<file path="src/rtl/instr_fetch.sv">
// -----------------------------------------------------------------------------
// instr_fetch -- fetch stage of the rv32i core.
//
// Holds the fetch PC, issues one word read at a time to instruction memory,
// buffers returned words in a small FIFO and hands {instr, pc, opcode} to the
// main decoder under a valid/ready handshake. A redirect (taken branch/jump)
// flushes the buffer and cancels any outstanding memory read.
//
// Ports:
//   clk, rst_n                   clock (rising edge), async active-low reset
//   imemReqValid/Ready, imemAddr word-read request channel to memory
//   imemRspValid, imemRspData    response channel (no backpressure)
//   instrValid/Ready             handshake toward decode
//   instr, instrPc, op           FIFO head word, its PC, and opcode field
//   redirect, redirectPc         1-cycle redirect pulse and its target PC
//   fetchCount, dropCount        perf counters (only with FETCH_PERF_EN)
//
// Build option: define FETCH_PERF_EN to add the fetchCount/dropCount outputs.
// -----------------------------------------------------------------------------
module instr_fetch #(
    parameter logic [31:0] RESET_PC   = 32'h0000_0000,
    parameter int          FIFO_DEPTH = 2
) (
    input  logic        clk,
    input  logic        rst_n,
    output logic        imemReqValid,
    input  logic        imemReqReady,
    output logic [31:0] imemAddr,
    input  logic        imemRspValid,
    input  logic [31:0] imemRspData,
    output logic        instrValid,
    input  logic        instrReady,
    output logic [31:0] instr,
    output logic [31:0] instrPc,
    output logic [6:0]  op,
    input  logic        redirect,
    input  logic [31:0] redirectPc
`ifdef FETCH_PERF_EN
    ,
    output logic [31:0] fetchCount,
    output logic [31:0] dropCount
`endif
);

    localparam int               PTR_W     = (FIFO_DEPTH > 1) ? $clog2(FIFO_DEPTH) : 1;
    localparam int               CNT_W     = PTR_W + 1;
    localparam logic [CNT_W-1:0] DEPTH_C   = CNT_W'(FIFO_DEPTH);
    localparam logic [CNT_W-1:0] CNT_ZERO  = {CNT_W{1'b0}};
    localparam logic [PTR_W-1:0] PTR_ZERO  = {PTR_W{1'b0}};
    localparam logic [31:0]      NOP_INSTR = 32'h0000_0013;
    localparam logic [31:0]      WORD_MASK = 32'hFFFF_FFFC;

    localparam logic [1:0] ST_REQ  = 2'd0;
    localparam logic [1:0] ST_WAIT = 2'd1;
    localparam logic [1:0] ST_DROP = 2'd2;

    logic [1:0]       state_q, state_d;
    logic [31:0]      pc_q, pc_d;
    logic [CNT_W-1:0] count_q, count_d;
    logic [PTR_W-1:0] rd_ptr_q, rd_ptr_d;
    logic [PTR_W-1:0] wr_ptr_q, wr_ptr_d;
    logic [31:0]      instr_mem_q [FIFO_DEPTH];
    logic [31:0]      instr_mem_d [FIFO_DEPTH];
    logic [31:0]      pc_mem_q    [FIFO_DEPTH];
    logic [31:0]      pc_mem_d    [FIFO_DEPTH];

    logic             req_valid_s;
    logic             push_s;
    logic             pop_s;
    logic             fifo_nonempty_s;

    // Request channel and fetch FSM next-state; redirect overrides everything.
    always_comb begin
        state_d = state_q;
        push_s  = 1'b0;

        // rst_n gating keeps the request low while reset is held, not just after.
        req_valid_s = rst_n && (state_q == ST_REQ) && (count_q < DEPTH_C) && !redirect;

        case (state_q)
            ST_REQ: begin
                if (req_valid_s && imemReqReady) begin
                    state_d = ST_WAIT;
                end else begin
                    state_d = ST_REQ;
                end
            end
            ST_WAIT: begin
                if (imemRspValid) begin
                    // A same-cycle redirect makes this response stale.
                    push_s  = !redirect;
                    state_d = ST_REQ;
                end else if (redirect) begin
                    state_d = ST_DROP;
                end else begin
                    state_d = ST_WAIT;
                end
            end
            ST_DROP: begin
                if (imemRspValid) begin
                    state_d = ST_REQ;
                end else begin
                    state_d = ST_DROP;
                end
            end
            default: begin
                state_d = ST_REQ;
            end
        endcase

        if (redirect) begin
            pc_d = redirectPc & WORD_MASK;
        end else if (push_s) begin
            pc_d = pc_q + 32'd4;
        end else begin
            pc_d = pc_q;
        end
    end

    // Instruction buffer: pointers, occupancy and entry writes.
    always_comb begin
        instr_mem_d     = instr_mem_q;
        pc_mem_d        = pc_mem_q;
        fifo_nonempty_s = (count_q != CNT_ZERO);
        // A pop coinciding with a redirect is void: the flush wins.
        pop_s           = fifo_nonempty_s && instrReady && !redirect;

        if (push_s) begin
            instr_mem_d[wr_ptr_q] = imemRspData;
            pc_mem_d[wr_ptr_q]    = pc_q;
        end else begin
            instr_mem_d = instr_mem_q;
            pc_mem_d    = pc_mem_q;
        end

        if (redirect) begin
            count_d  = CNT_ZERO;
            rd_ptr_d = PTR_ZERO;
            wr_ptr_d = PTR_ZERO;
        end else begin
            rd_ptr_d = pop_s  ? rd_ptr_q + 1'b1 : rd_ptr_q;
            wr_ptr_d = push_s ? wr_ptr_q + 1'b1 : wr_ptr_q;
            case ({push_s, pop_s})
                2'b10:   count_d = count_q + 1'b1;
                2'b01:   count_d = count_q - 1'b1;
                default: count_d = count_q;
            endcase
        end
    end

    // State, PC and buffer registers.
    always_ff @(posedge clk or negedge rst_n) begin
        if (!rst_n) begin
            state_q  <= ST_REQ;
            pc_q     <= RESET_PC & WORD_MASK;
            count_q  <= CNT_ZERO;
            rd_ptr_q <= PTR_ZERO;
            wr_ptr_q <= PTR_ZERO;
            for (int i = 0; i < FIFO_DEPTH; i++) begin
                instr_mem_q[i] <= 32'h0000_0000;
                pc_mem_q[i]    <= 32'h0000_0000;
            end
        end else begin
            state_q     <= state_d;
            pc_q        <= pc_d;
            count_q     <= count_d;
            rd_ptr_q    <= rd_ptr_d;
            wr_ptr_q    <= wr_ptr_d;
            instr_mem_q <= instr_mem_d;
            pc_mem_q    <= pc_mem_d;
        end
    end

    // Output drive: head comes only from registered storage, NOP when empty.
    always_comb begin
        imemReqValid = req_valid_s;
        imemAddr     = pc_q;
        instrValid   = fifo_nonempty_s;
        if (fifo_nonempty_s) begin
            instr   = instr_mem_q[rd_ptr_q];
            instrPc = pc_mem_q[rd_ptr_q];
        end else begin
            instr   = NOP_INSTR;
            instrPc = 32'h0000_0000;
        end
        op = instr[6:0];
    end

`ifdef FETCH_PERF_EN
    logic [31:0] fetch_cnt_q, fetch_cnt_d;
    logic [31:0] drop_cnt_q, drop_cnt_d;
    logic        rsp_discard_s;

    // Perf counters: pushes, plus discarded responses and flushed entries.
    always_comb begin
        rsp_discard_s = imemRspValid &&
                        ((state_q == ST_DROP) || ((state_q == ST_WAIT) && redirect));
        fetch_cnt_d   = push_s ? fetch_cnt_q + 32'd1 : fetch_cnt_q;
        drop_cnt_d    = drop_cnt_q
                      + (rsp_discard_s ? 32'd1 : 32'd0)
                      + (redirect ? 32'(count_q) : 32'd0);
    end

    // Perf counter registers.
    always_ff @(posedge clk or negedge rst_n) begin
        if (!rst_n) begin
            fetch_cnt_q <= 32'd0;
            drop_cnt_q  <= 32'd0;
        end else begin
            fetch_cnt_q <= fetch_cnt_d;
            drop_cnt_q  <= drop_cnt_d;
        end
    end

    assign fetchCount = fetch_cnt_q;
    assign dropCount  = drop_cnt_q;
`endif

endmodule

</file>
<file path="config.mk">
export PLATFORM = sky130hd
export DESIGN_NAME = instr_fetch
export DESIGN_NICKNAME = d
export VERILOG_FILES = /design/src/rtl/instr_fetch.sv
export SDC_FILE = /design/constraint.sdc
export NUM_CORES = 1
export LEC_CHECK = 0
export CORE_AREA = 5 5 144 146
export CTS_CLUSTER_SIZE = 28
export DETAILED_ROUTE_END_ITERATION = 12
export DIE_AREA = 0 0 149 151
export GPL_TIMING_DRIVEN = 0
export PLACE_DENSITY = 0.65
export SYNTH_ARGS = -nofsm -noshare
export SYNTH_HDL_FRONTEND = slang
export SYNTH_SLANG_ARGS = --single-unit
</file>
<file path="constraint.sdc">
create_clock -name clk -period 2.35 [get_ports clk]
set_clock_uncertainty 0.15 [all_clocks]
set_input_delay 0.235 -clock clk [delete_from_list [all_inputs] [get_ports clk]]
set_output_delay 0.235 -clock clk [all_outputs]
set_load 0.05 [all_outputs]
</file>
==> impl.org <==
** Run status
- Outcome :: finished clean

** Job
- Across the run, the number of max-cap violations was 0.

** Drt
- Using the TritonRoute via totals, the vias-per-cell ratio works out to 4.91.
- For this run, the detailed router's first-pass iteration total came to 5.
- DRC violation count after routing :: 0
- After detailed routing, the average wire length per cell comes to 17.5 um.
- Via Count :: 5531
- DRT antenna net count :: 0
- For this block, the routed nets add up to 19800 um of wire.
- Initial DRC count :: 207

** Floorplan
- Top-Level Pins :: 175
- The initial utilization of the core area, before any placement, comes to 0.393.
- Std-Cell Core Area :: 19300 um2
- DIE AREA :: 22500 um2
- From left edge to right edge, the die measures 149 um.
- Chip Height :: 151 um
- The floorplan has 51 rows.

** Global route
- Final global-route overflow total :: 0
- The first global-routing pass estimated 31200 um of wire.
- Entering global routing, the biggest net connects 60 pins.
- Number of global-route vias before repair :: 5621
- The initial antenna violation count was 0.
- GRT Resource Usage Total :: 0.179

** Min path
- End point of the most critical hold path :: imemAddr[21]
- The worst hold path passes through 3 cells.
- The min-delay analysis places its worst path in the category in2reg.
- In this run the most critical hold path is launched from redirectPc[21].

** Critical path
- Worst flop-to-flop path startpoint :: imemAddr[2]
- Arrival @ worst endpoint :: 1920 ps
- Crit path required time :: 1970 ps
- The worst setup path is launched from a flip-flop.
- The critical path goes through clkbuf_8 > mux2i_1 > nand2_1 > buf_4 > clkdlybuf4s15_2.
- Counting cells, the worst reg-to-reg path comes to 6.
- The critical path is of the reg2out type.
- The worst register-to-register path ends at imemAddr[22].
- The worst setup path is captured at an output port.
- Slowest Stage Delay on Critical Path :: 470 ps
- Slowest cell on the critical path :: sky130_fd_sc_hd__dfrtp_2
- Worst Path Max Fanout :: 10
- Flop-to-flop setup slack :: 200 ps

** Timing
- Setup violations remaining at the end of the flow were counted as 0.
- Fin. Hold Viols :: 0
- The worst path needs 2310 ps of the cycle, external delays included.
- Slew margin rel. :: 0.585
- Final Cycle Share :: 0.982
- For the pin with the worst max-slew slack, the measured transition is 619 ps.
- Tightest hold margin :: 213 ps
- RSZ-0062 raised after global routing :: true
- For this run, the top clock speed supported by timing is 433 MHz.
- Max-slew violation count :: 0

** Yosys
- Counting distinct cell types in the post-synthesis netlist gives 35.
- Averaged over all synthesized cells, the footprint is 11.7 um2.
- Of the synthesized area, sequential elements account for 0.528.
- The synthesized design contains 160 register bits.
- After technology mapping, the gate count stands at 648.
- Post-Synthesis Cell Area :: 7580 um2
- The Yosys step of the flow raised 0 warnings.

** Final layout
- Proportion of layout cells with a drive suffix above 1 :: 0.317
- Multi-input combinational cell area :: 3360 um2
- Area Overhead vs Synth :: 35.7%
- Filler cell count in the final layout :: 1774
- Number of antenna cells inserted :: 0
- Fraction of the core area covered by cells at the end of the flow :: 0.534
- Registers take 4010 um2.
- Post-Layout Cell Count :: 1127
- Layout Nets :: 920
- Final design instance area without fill :: 10300 um2

** Clock tree
- Buffer levels on the longest clock path :: 2
- Clock latency at the later pin of the worst-skew pair :: 420 ps
- CTS buffer count :: 17
- Sinks on Clock Net :: 160
- CTS tree :: built
- Clock Pin Slew Worst Setup and Hold Paths :: 60 ps
- The tree is rooted in a sky130_fd_sc_hd__clkbuf_16.
- Maximum level of the CTS H-tree :: 4

** Power and ir drop
- In this run the static leakage power is 4.55 nW.
- IR analysis of the VDD net gives a maximum drop of 0.000501 V.
- Power spread over the standard cell area amounts to 754 nW/um2.

** Placed design
- Detailed placement ended at an HPWL of 13600 um.
- Routability-driven placement congestion ratio :: 0.753
- Once placement finished, the instance area stood at 9650 um2.
- Input and output buffers added on the ports amount to 168.
- Counting tap cells, the placed design contains a total of 1085 instances.
-- kinds of logic after synthesis --
group,after synthesis,synth area share
mux,185,0.264
simple gates,181,0.111
flops,160,0.528
buf+inv,51,0.0332
compound gates,39,0.0264
xor+xnor,30,0.0347
fa+ha+maj,1,0.00165
other cells,1,0.000495
-- per-layer routing --
| layer | wire length (um) | vias to the layer above | GRT usage | part of all wire |
|---|---|---|---|---|
| li1 | - | 2621 | - | - |
| met1 | 9520 | 2739 | 0.257 | 0.48 |
| met2 | 9060 | 156 | 0.272 | 0.46 |
| met3 | 1070 | 15 | 0.0449 | 0.054 |
| met4 | 124 | 0 | 0.0444 | 0.0063 |
| met5 | 0 | - | 0 | 0 |
-- cell type report --
type,instances,share of cell area
Buffer,46,0.0293
Clock buffer,21,0.0448
Inverter,3,0.00109
Clock inverter,11,0.0134
Multi-Input combinational cell,440,0.327
Tap cell,265,0.0322
Sequential cell,160,0.389
Timing Repair Buffer,181,0.163
-- cells in the final DEF, fill, tap and decap left out, types with 4 or more instances in the layout --
cell type,count
sky130_fd_sc_hd__and3_1,5
sky130_fd_sc_hd__and4_1,4
sky130_fd_sc_hd__buf_16,4
sky130_fd_sc_hd__buf_2,31
sky130_fd_sc_hd__buf_4,22
sky130_fd_sc_hd__clkbuf_1,12
sky130_fd_sc_hd__clkbuf_16,17
sky130_fd_sc_hd__clkbuf_2,27
sky130_fd_sc_hd__clkbuf_8,5
sky130_fd_sc_hd__clkdlybuf4s15_2,15
sky130_fd_sc_hd__clkdlybuf4s50_1,96
sky130_fd_sc_hd__clkinv_2,5
sky130_fd_sc_hd__conb_1,4
sky130_fd_sc_hd__dfrtp_1,159
sky130_fd_sc_hd__dlygate4sd2_1,9
sky130_fd_sc_hd__mux2_2,122
sky130_fd_sc_hd__mux2i_1,62
sky130_fd_sc_hd__nand2_1,51
sky130_fd_sc_hd__nand3_1,12
sky130_fd_sc_hd__nand4_1,7
sky130_fd_sc_hd__nor2_1,68
sky130_fd_sc_hd__nor2_2,4
sky130_fd_sc_hd__nor2b_1,4
sky130_fd_sc_hd__nor3_1,8
sky130_fd_sc_hd__o21ai_0,26
sky130_fd_sc_hd__o21ai_1,8
sky130_fd_sc_hd__xnor2_1,17
sky130_fd_sc_hd__xor2_1,13
-- synth_stat cells (all sizes together) --
cell / number / area share
dfrtp: 160 / 0.53
mux2: 122 / 0.18
nor2: 74 / 0.037
mux2i: 63 / 0.083
nand2: 51 / 0.025
o21ai: 34 / 0.022
buf: 28 / 0.022
clkbuf: 20 / 0.0099
xnor2: 17 / 0.020
xor2: 13 / 0.015
nand3: 12 / 0.0079
nor3: 10 / 0.0079
nand4: 7 / 0.0058
and3: 5 / 0.0041
and4: 4 / 0.0046
nor2b: 4 / 0.0033
a21oi: 3 / 0.0020
and2: 3 / 0.0025
inv: 3 / 0.0015
or3: 3 / 0.0025
nand4b: 2 / 0.0023
nor4: 2 / 0.0036
a22o: 1 / 0.0012
a31oi: 1 / 0.00083
and3b: 1 / 0.0012
conb: 1 / 0.00049
ha: 1 / 0.0017
nand2b: 1 / 0.00083
nand4bb: 1 / 0.0015
or2: 1 / 0.00083
-- repair_timing --
item	in CTS	in global routing
pin swaps	1	0
endpoints found under the hold margin	59	0
gates resized for setup	181	87
buffers inserted	4	2
hold buffers	5	0
endpoints found under the setup margin	137	117
gates cloned	1	0
-- sequential cells by signal, indices dropped and copies added (netlist names) --
| register | flops |
|---|---|
| instr_mem_q | 64 |
| pc_mem_q | 60 |
| imemAddr | 30 |
| count_q | 2 |
| state_q | 2 |
| rd_ptr_q | 1 |
| wr_ptr_q | 1 |
-- through the flow --
stage | setup slack [ps] | setup TNS (ps) | total power, mW
3_3_place_gp | -5850 | -1037800 | 4.96
4_1_cts | -95.0 | -95.0 | 7.86
6_report | 42.3 | 0 | 7.76
2_1_floorplan | 25.1 | 0 | 4.46
5_1_grt | -72.3 | -403 | 8.15
3_5_place_dp | -770 | -95570 | 4.99
-- worst max path at each step --
stage	start	to	slack, ps	depth (start not counted)
floorplan	rd_ptr_q	op[0]	30	5
global placement	rst_n	pc_mem_q[54]	-5850	1
detailed placement	count_q[1]	instr[26]	-770	5
CTS	count_q[1]	instr[26]	-90	5
global route	count_q[1]	op[5]	-70	6
finish	rd_ptr_q	op[1]	40	5
-- critical path, delay by kind of cell, from the launching register on --
kind,cells,cell delay [ps]
flops,1,470
mux,1,210
simple gates,1,120
buf+inv,3,710
-- where the power goes --
group / internal, mW / switching, mW / total, mW
logic: 0.735 / 0.710 / 1.44
clock network: 1.72 / 1.09 / 2.81
registers: 3.22 / 0.287 / 3.50
total: 5.67 / 2.09 / 7.76
Power figures use the tool's default switching activity.
